**src/rtl/program_loader.sv**
```systemverilog
// program_loader: receives a length-prefixed byte stream from a host and writes
// it as little-endian 32-bit words into instruction memory, holding the CPU
// while a load is in progress or has failed.
//
// Ports:
//   clock      sole clock, rising edge
//   reset      synchronous active-low reset
//   start      one-cycle request to begin a load frame (IDLE/DONE/ERR only)
//   in_data    host byte stream
//   in_valid   in_data valid
//   in_ready   byte accepted on in_valid & in_ready
//   mem_addr   instruction-memory word address
//   mem_data   instruction word
//   mem_write  one-cycle write strobe per word
//   cpu_hold   CPU held (load in progress or failed)
//   busy       receiving or writing
//   done       load completed
//   error      word count exceeded memory capacity
module program_loader #(
    parameter int unsigned ADDR_W = 10
) (
    input  logic              clock,
    input  logic              reset,
    input  logic              start,
    input  logic [7:0]        in_data,
    input  logic              in_valid,
    output logic              in_ready,
    output logic [ADDR_W-1:0] mem_addr,
    output logic [31:0]       mem_data,
    output logic              mem_write,
    output logic              cpu_hold,
    output logic              busy,
    output logic              done,
    output logic              error
);

    localparam int unsigned CAPACITY = 2 ** ADDR_W;
    // One extra bit so a full-capacity count can be represented.
    localparam int unsigned CNT_W    = ADDR_W + 1;

    typedef enum logic [2:0] {
        IDLE, LEN_LO, LEN_HI, DATA, WRITE, DONE, ERR
    } state_t;

    state_t           state;
    state_t           state_nx;
    logic [15:0]      len;
    logic [1:0]       byte_cnt;
    logic [23:0]      word_buf;
    logic [CNT_W-1:0] word_cnt;

    logic             hs;
    logic [15:0]      len_full;
    logic [CNT_W-1:0] word_cnt_inc;

    assign hs           = in_valid & in_ready;
    assign len_full     = {in_data, len[7:0]};
    assign word_cnt_inc = word_cnt + CNT_W'(1);

    // Next-state decode.
    always_comb begin
        state_nx = state;
        case (state)
            IDLE, DONE, ERR: if (start) state_nx = LEN_LO;
            LEN_LO:          if (hs) state_nx = LEN_HI;
            LEN_HI: begin
                if (hs) begin
                    if (len_full == 16'd0)                 state_nx = DONE;
                    else if (32'(len_full) > CAPACITY)     state_nx = ERR;
                    else                                   state_nx = DATA;
                end
            end
            DATA:            if (hs && byte_cnt == 2'd3) state_nx = WRITE;
            WRITE:           state_nx = (32'(word_cnt_inc) == 32'(len)) ? DONE : DATA;
            default:         state_nx = IDLE;
        endcase
    end

    // State, datapath and registered outputs.
    always_ff @(posedge clock) begin
        if (!reset) begin
            state     <= IDLE;
            len       <= 16'd0;
            byte_cnt  <= 2'd0;
            word_buf  <= 24'd0;
            word_cnt  <= '0;
            mem_addr  <= '0;
            mem_data  <= 32'd0;
            mem_write <= 1'b0;
            in_ready  <= 1'b0;
            cpu_hold  <= 1'b0;
            busy      <= 1'b0;
            done      <= 1'b0;
            error     <= 1'b0;
        end else begin
            state <= state_nx;
            case (state)
                IDLE, DONE, ERR: begin
                    if (start) begin
                        byte_cnt <= 2'd0;
                        word_cnt <= '0;
                    end
                end
                LEN_LO: if (hs) len[7:0]  <= in_data;
                LEN_HI: if (hs) len[15:8] <= in_data;
                DATA: begin
                    if (hs) begin
                        byte_cnt <= byte_cnt + 2'd1;
                        case (byte_cnt)
                            2'd0:    word_buf[7:0]   <= in_data;
                            2'd1:    word_buf[15:8]  <= in_data;
                            2'd2:    word_buf[23:16] <= in_data;
                            default: begin
                                // Fourth byte goes straight to the output word.
                                mem_addr <= word_cnt[ADDR_W-1:0];
                                mem_data <= {in_data, word_buf};
                            end
                        endcase
                    end
                end
                WRITE:   word_cnt <= word_cnt_inc;
                default: ;
            endcase

            mem_write <= (state_nx == WRITE);
            in_ready  <= (state_nx inside {LEN_LO, LEN_HI, DATA});
            busy      <= (state_nx inside {LEN_LO, LEN_HI, DATA, WRITE});
            cpu_hold  <= (state_nx inside {LEN_LO, LEN_HI, DATA, WRITE, ERR});
            done      <= (state_nx == DONE);
            error     <= (state_nx == ERR);
        end
    end

endmodule

```
**config.mk**
```make
export PLATFORM = sky130hd
export DESIGN_NAME = program_loader
export DESIGN_NICKNAME = d
export VERILOG_FILES = /design/src/rtl/program_loader.sv
export SDC_FILE = /design/constraint.sdc
export NUM_CORES = 1
export LEC_CHECK = 0
export CAP_MARGIN = 20
export CORE_MARGIN = 5
export CORE_UTILIZATION = 57
export CTS_BUF_LIST = sky130_fd_sc_hd__clkbuf_2
export CTS_CLUSTER_DIAMETER = 150
export DETAILED_ROUTE_END_ITERATION = 8
export PLACE_DENSITY = 0.83
export SETUP_SLACK_MARGIN = 0.3
export SYNTH_ARGS = -nofsm -noshare
export SYNTH_HDL_FRONTEND = slang
export SYNTH_SLANG_ARGS = --single-unit
export TNS_END_PERCENT = 30
```
**constraint.sdc**
```tcl
create_clock -name clock -period 2.84 [get_ports clock]
set_input_delay 0.568 -clock clock [delete_from_list [all_inputs] [get_ports clock]]
set_output_delay 0.568 -clock clock [all_outputs]
set_load 0.02 [all_outputs]
```
==> results_dict.tcl, run 1 <==
set metrics [dict create \
    fin_crit_sh_pct 84.0 \
    rr_endpoint "state[1]" \
    grt_pass1_wl_mm 17.1 \
    initial_utilization_pct 57.4 \
    die_h_um 100 \
    rr_startpoint "word_cnt[0]" \
    hold_path_class "in -> reg" \
    syn2layout_area_growth_pct 17.8 \
    p_int_w 0.00169 \
    grt_max_degree 70 \
    antenna_found_initial 0 \
    ant_nets 0 \
    min_period_ns 2.39 \
    reg2reg_depth 8 \
    path_clk_slew_ns 0.29 \
    max_slew.worst_pin.slew_ns 0.720 \
    drive_gt1_share_pct 7.76 \
    ys_warn_count 0 \
    path_class "reg -> reg" \
    h-tree-depth 3 \
    core_um2 8090 \
    p_seq_share_pct 64.4 \
    hp-start "reset" \
    switching_share_pct 26.9 \
    final-max-slew-violation-count 0 \
    dpl.cell_count 696 \
    port-buffer-count 59 \
    drt_pass1_iterations 4 \
    dpl_cell_area_um2 5370 \
    seq_area_um2 2080 \
    start_kind "register" \
    synthCells 552 \
    hold_depth 3 \
    setup_viol 0 \
    cts_setup_buffers 0 \
    n_fill_cell 712 \
    tns_ns 0 \
    drtIter0Drc 168 \
    r2r_slack_ns 0.45 \
    drcViolationCount 0 \
    synth_edf_count 0 \
    ys_seq_elements 104 \
    path_max_fanout 7 \
    grt_pass1_vias 3495 \
    layout_common_cells "nand2_1, dfxtp_1, a21boi_1" \
    min_to "in_ready" \
    dp_hpwl_mm 7.45 \
    row_count 33 \
    combPwrFrac_pct 7.6 \
    num_vias 3923 \
    vias_per_cell 5.52 \
    wirelength_mm 10.6 \
    layout.nets 620 \
    synth-async-reset-ratio_pct 0 \
    grt_use_total_pct 21.2 \
    finalClockSkew_ns 0.0263 \
    final_area_um2 5470 \
    fp.dieArea_um2 10100 \
    wl_per_cell_um 14.9 \
    p_clk_share_pct 28.0 \
    grt_overflow 0 \
    crit_arrival_ns 2.88 \
    layout.cells.non_filler 711 \
    diodes 0 \
    power_w 0.00231 \
    pwr_density_cell_nw_per_um2 423 \
    cp.required_ns 3.33 \
    clock_sinks 104 \
    synth_flop_cell "dfxtp_1" \
    rsz0062_at_grt "false" \
    power.leakage_nw 1.86 \
    cts_root_buffer "clkbuf_2" \
    relSlewSlack_pct 51.6 \
    insertion_delay_ns 0.57 \
    cts_tree "done" \
    status "finished, final reports clean" \
    multiInputGateArea_um2 2380 \
    fmax_ghz 0.419 \
    avgSynthCellArea_um2 8.42 \
    synth_fp_nets 570 \
    die_x_um 100 \
    netlist_area_um2 4650 \
    gp_congestion 0.924 \
    crit_path_end_kind "register" \
    layout_commonest_cell "nand2_1" \
    ctsLongestPathBuffers 2 \
    ys_types 48 \
    cts_made_buffers 9 \
    drv_cap 0 \
    irDropWorstVdd_mv 0.223 \
    power.switching_w 0.000623 \
    boundaryPins 60 \
    hold_viol 0 \
    yosysSeqAreaShare_pct 44.8 \
]
## per-stage QoR
stage	worst slack (ns)	utilization (%)	hold WS, ns
6_report	0.454	67.6	0.434
5_1_grt	0.307	67.6	0.438
4_1_cts	0.377	67.6	0.411
2_1_floorplan	0.672	-	0.431
3_3_place_gp	0.133	66.4	0.442
3_5_place_dp	0.0872	66.4	0.444
## synth_stat cells (8+ instances only)
cell	instances	area [µm²]
mux2i_1	17	170
buf_2	8	40.0
nor2_1	15	56.3
and2_1	9	56.3
xnor2_1	10	87.6
nor2b_1	20	125
nand2_1	127	477
dfxtp_1	104	2080
o21ai_1	11	55.1
clkbuf_1	31	116
a21oi_1	9	45.0
nand3_1	36	180
a21boi_1	76	571
## state kept, by name (all words and copies together), names as in the netlist
signal and flops:
word_cnt 11, busy 1, word_buf 24, mem_data 32
mem_addr 10, byte_cnt 2, state 3, error 1
in_ready 1, done 1, len 16, mem_write 1
cpu_hold 1
## cells by family (layout without fill, tap and decap cells)
group	count (synthesis)	in the layout	share of synthesized area, %
simple gates	244	244	24.7
compound gates	120	120	18.4
flops	104	104	44.8
buf+inv	46	100	3.93
mux	18	18	3.90
xor+xnor	14	14	2.64
fa+ha+maj	6	6	1.62
## power groups by stage
stage	logic [W]	registers (W)	clock network (W)
after global routing	0.000189	0.00149	0.000722
after floorplan	0.0000959	0.00152	0
after detailed placement	0.000175	0.00151	0
after CTS	0.000176	0.00149	0.000662
final	0.000176	0.00149	0.000647
after global placement	0.000171	0.00151	0
## worst max-delay path by stage
stage	start	to	slack, ns	depth (start not counted)
2_1_floorplan	in_data[4]	cpu_hold	0.67	7
3_3_place_gp	in_data[6]	busy	0.13	8
3_5_place_dp	in_data[4]	busy	0.09	8
4_1_cts	word_cnt[0]	state[1]	0.38	8
5_1_grt	word_cnt[0]	state[1]	0.31	8
6_report	word_cnt[0]	state[1]	0.45	8
## what timing repair did
| action | in CTS | in global routing |
|---|---|---|
| resized for setup | 0 | 2 |
| setup endpoints to repair | 0 | 5 |
| hold buffers | 0 | 0 |
## worst max-delay path, cell delays in order (launching register included)
cell	delay, ns
dfxtp_2	0.47
ha_1	0.26
nand2_1	0.10
nor2_2	0.25
nand3_1	0.13
or3_2	0.44
a211oi_2	0.33
a21oi_1	0.16
o21a_1	0.18
## routing by layer
layer / track usage (%) / share of wire [%]
met1: 30.3 / 47
met2: 33.0 / 47
met3: 2.78 / 4.7
met4: 7.15 / 1.2
met5: 0 / 0
## area by class of cell
class | count | area share [%]
multi-input combinational | 402 | 43.5
clock inverter | 6 | 1.01
timing repair buffer | 80 | 13.8
tap | 105 | 2.40
clock buffer | 9 | 0.823
sequential | 104 | 38.1
inverter | 5 | 0.343
(Power assumes the default switching activity.)
==> run 2, diff against run 1 <==
Clock period 2.84 ns to 2.34 ns, I/O delays scaled along.
==> results_dict.tcl, run 2 (same netlist as run 1, synthesis figures left out) <==
set metrics [dict create \
    cts_hold_repair.buffers 0 \
    grt_overflow 0 \
    layout_setup_ws_ns 0.202 \
    hp-start "reset" \
    h-tree-depth 3 \
    dpl_cell_area_um2 5470 \
    grt_pass1_wl_mm 17.8 \
    rr_startpoint "word_cnt[0]" \
    grt_max_degree 85 \
    grt_pass1_vias 3787 \
    fp.dieArea_um2 10100 \
    crit_arrival_ns 2.61 \
    port-buffer-count 59 \
    initial_utilization_pct 57.4 \
    max_slew.worst_pin.slew_ns 0.343 \
    start_kind "register" \
    clock_sinks 104 \
    syn2layout_area_growth_pct 21.1 \
    relSlewSlack_pct 77.0 \
    path_max_fanout 6 \
    fin_crit_sh_pct 91.3 \
    boundaryPins 60 \
    drive_gt1_share_pct 12.3 \
    final_area_um2 5630 \
    max_stage_delay_ns 0.40 \
    cts_made_buffers 9 \
    reg2reg_depth 8 \
    worstPathCellList "buf_4 -> nand3_2 -> or3_4 -> xnor2_1 -> a2111o_1 -> a211oi_2 -> a31o_2 -> a21oi_1" \
    die_x_um 100 \
    drt_pass1_iterations 5 \
    pwr_density_cell_nw_per_um2 498 \
    antenna_found_initial 0 \
    path_clk_slew_ns 0.27 \
    num_vias 4041 \
    largest_reg_flops 32 \
    ant_nets 0 \
    setup_viol 0 \
    hold_path_class "in -> reg" \
    fmax_ghz 0.468 \
    finalClockSkew_ns 0.0350 \
    final-max-slew-violation-count 0 \
    ctsLongestPathBuffers 2 \
    core_um2 8090 \
    top_register "mem_data" \
    cts_tree "done" \
    layout_commonest_cell "nand2_1" \
    min_to "state[1]" \
    drv_cap 0 \
    dp_hpwl_mm 7.73 \
    crit_path_end_kind "register" \
    layout.nets 632 \
    row_count 33 \
    insertion_delay_ns 0.57 \
    irDropWorstVdd_mv 0.265 \
    wirelength_mm 10.8 \
    rr_endpoint "busy" \
    vias_per_cell 5.58 \
    hold_depth 2 \
    cp.required_ns 2.81 \
    die_h_um 100 \
    rsz0062_at_grt "true" \
    r2r_slack_ns 0.20 \
    layout_common_cells "nand2_1, dfxtp_1, a21boi_1" \
    cts_setup_buffers 0 \
    slowest_stage "dfxtp_2" \
    gp_congestion 0.870 \
    cts_root_buffer "clkbuf_2" \
    preCtsSetupSlack_ns -0.296 \
    min_period_ns 2.14 \
    power.leakage_nw 2.02 \
    hold_viol 0 \
    reg_top3 "mem_data: 32 flops, word_buf: 24 flops, len: 16 flops" \
    path_class "reg -> reg" \
    wl_per_cell_um 14.9 \
    diodes 0 \
    drtIter0Drc 245 \
    grt_use_total_pct 21.9 \
    status "finished, final reports clean" \
    drcViolationCount 0 \
]
==> run 2: through the flow <==
step                      instances  total power [W]  hold slack (ns)  util, %  setup TNS, ns
after floorplan                 552          0.00196            0.431        -              0
after global placement          708          0.00205            0.442     67.6         -0.925
after detailed placement        708          0.00205            0.445     67.6          -1.39
after CTS                       724          0.00281            0.241     69.0              0
after global routing            724          0.00291            0.290     69.6              0
final                           724          0.00280            0.275     69.6              0
==> run 2: metal layers <==
layer | global-route usage, % | share of wire [%]
met1 | 29.3 | 46
met2 | 36.1 | 47
met3 | 2.92 | 5.0
met4 | 7.98 | 2.0
met5 | 0 | 0
==> run 2: worst max-delay path: cells and delay by family (launching register included) <==
kind | cells | cell delay [ns]
XOR/XNOR | 1 | 0.13
flip-flops | 1 | 0.40
buffers and inverters | 1 | 0.14
AO/OA/AOI/OAI | 4 | 0.91
AND/OR/NAND/NOR | 2 | 0.47
==> run 2: power breakdown <==
| part | total (W) | internal (W) | switching, W |
|---|---|---|---|
| sequential | 0.00181 | 0.00179 | 0.0000148 |
| clock | 0.000770 | 0.000158 | 0.000612 |
| combinational | 0.000223 | 0.000105 | 0.000118 |
==> run 2: repair_timing <==
action / CTS / global route
hold endpoints to repair: 0 / 0
pin swaps: 6 / 5
gates resized for setup: 11 / 15
setup endpoints to repair: 47 / 57
==> run 2: cell type report <==
| type | instances | area, µm² |
|---|---|---|
| sequential | 104 | 2090 |
| inverter | 5 | 18.8 |
| timing repair buffer | 92 | 848 |
| tap | 105 | 131 |
| clock inverter | 6 | 50.0 |
| clock buffer | 10 | 50.0 |
| multi-input combinational | 402 | 2440 |
| fill | 693 | 2460 |
==> run 2: how the worst max path moves through the flow <==
stage                    end  cells past startpoint        start
finish                  busy                      8  word_cnt[0]
global route            busy                      8  word_cnt[2]
CTS                     busy                      7      len[12]
detailed placement      busy                      8   in_data[4]
global placement    cpu_hold                      8   in_data[7]
floorplan           cpu_hold                      7   in_data[4]
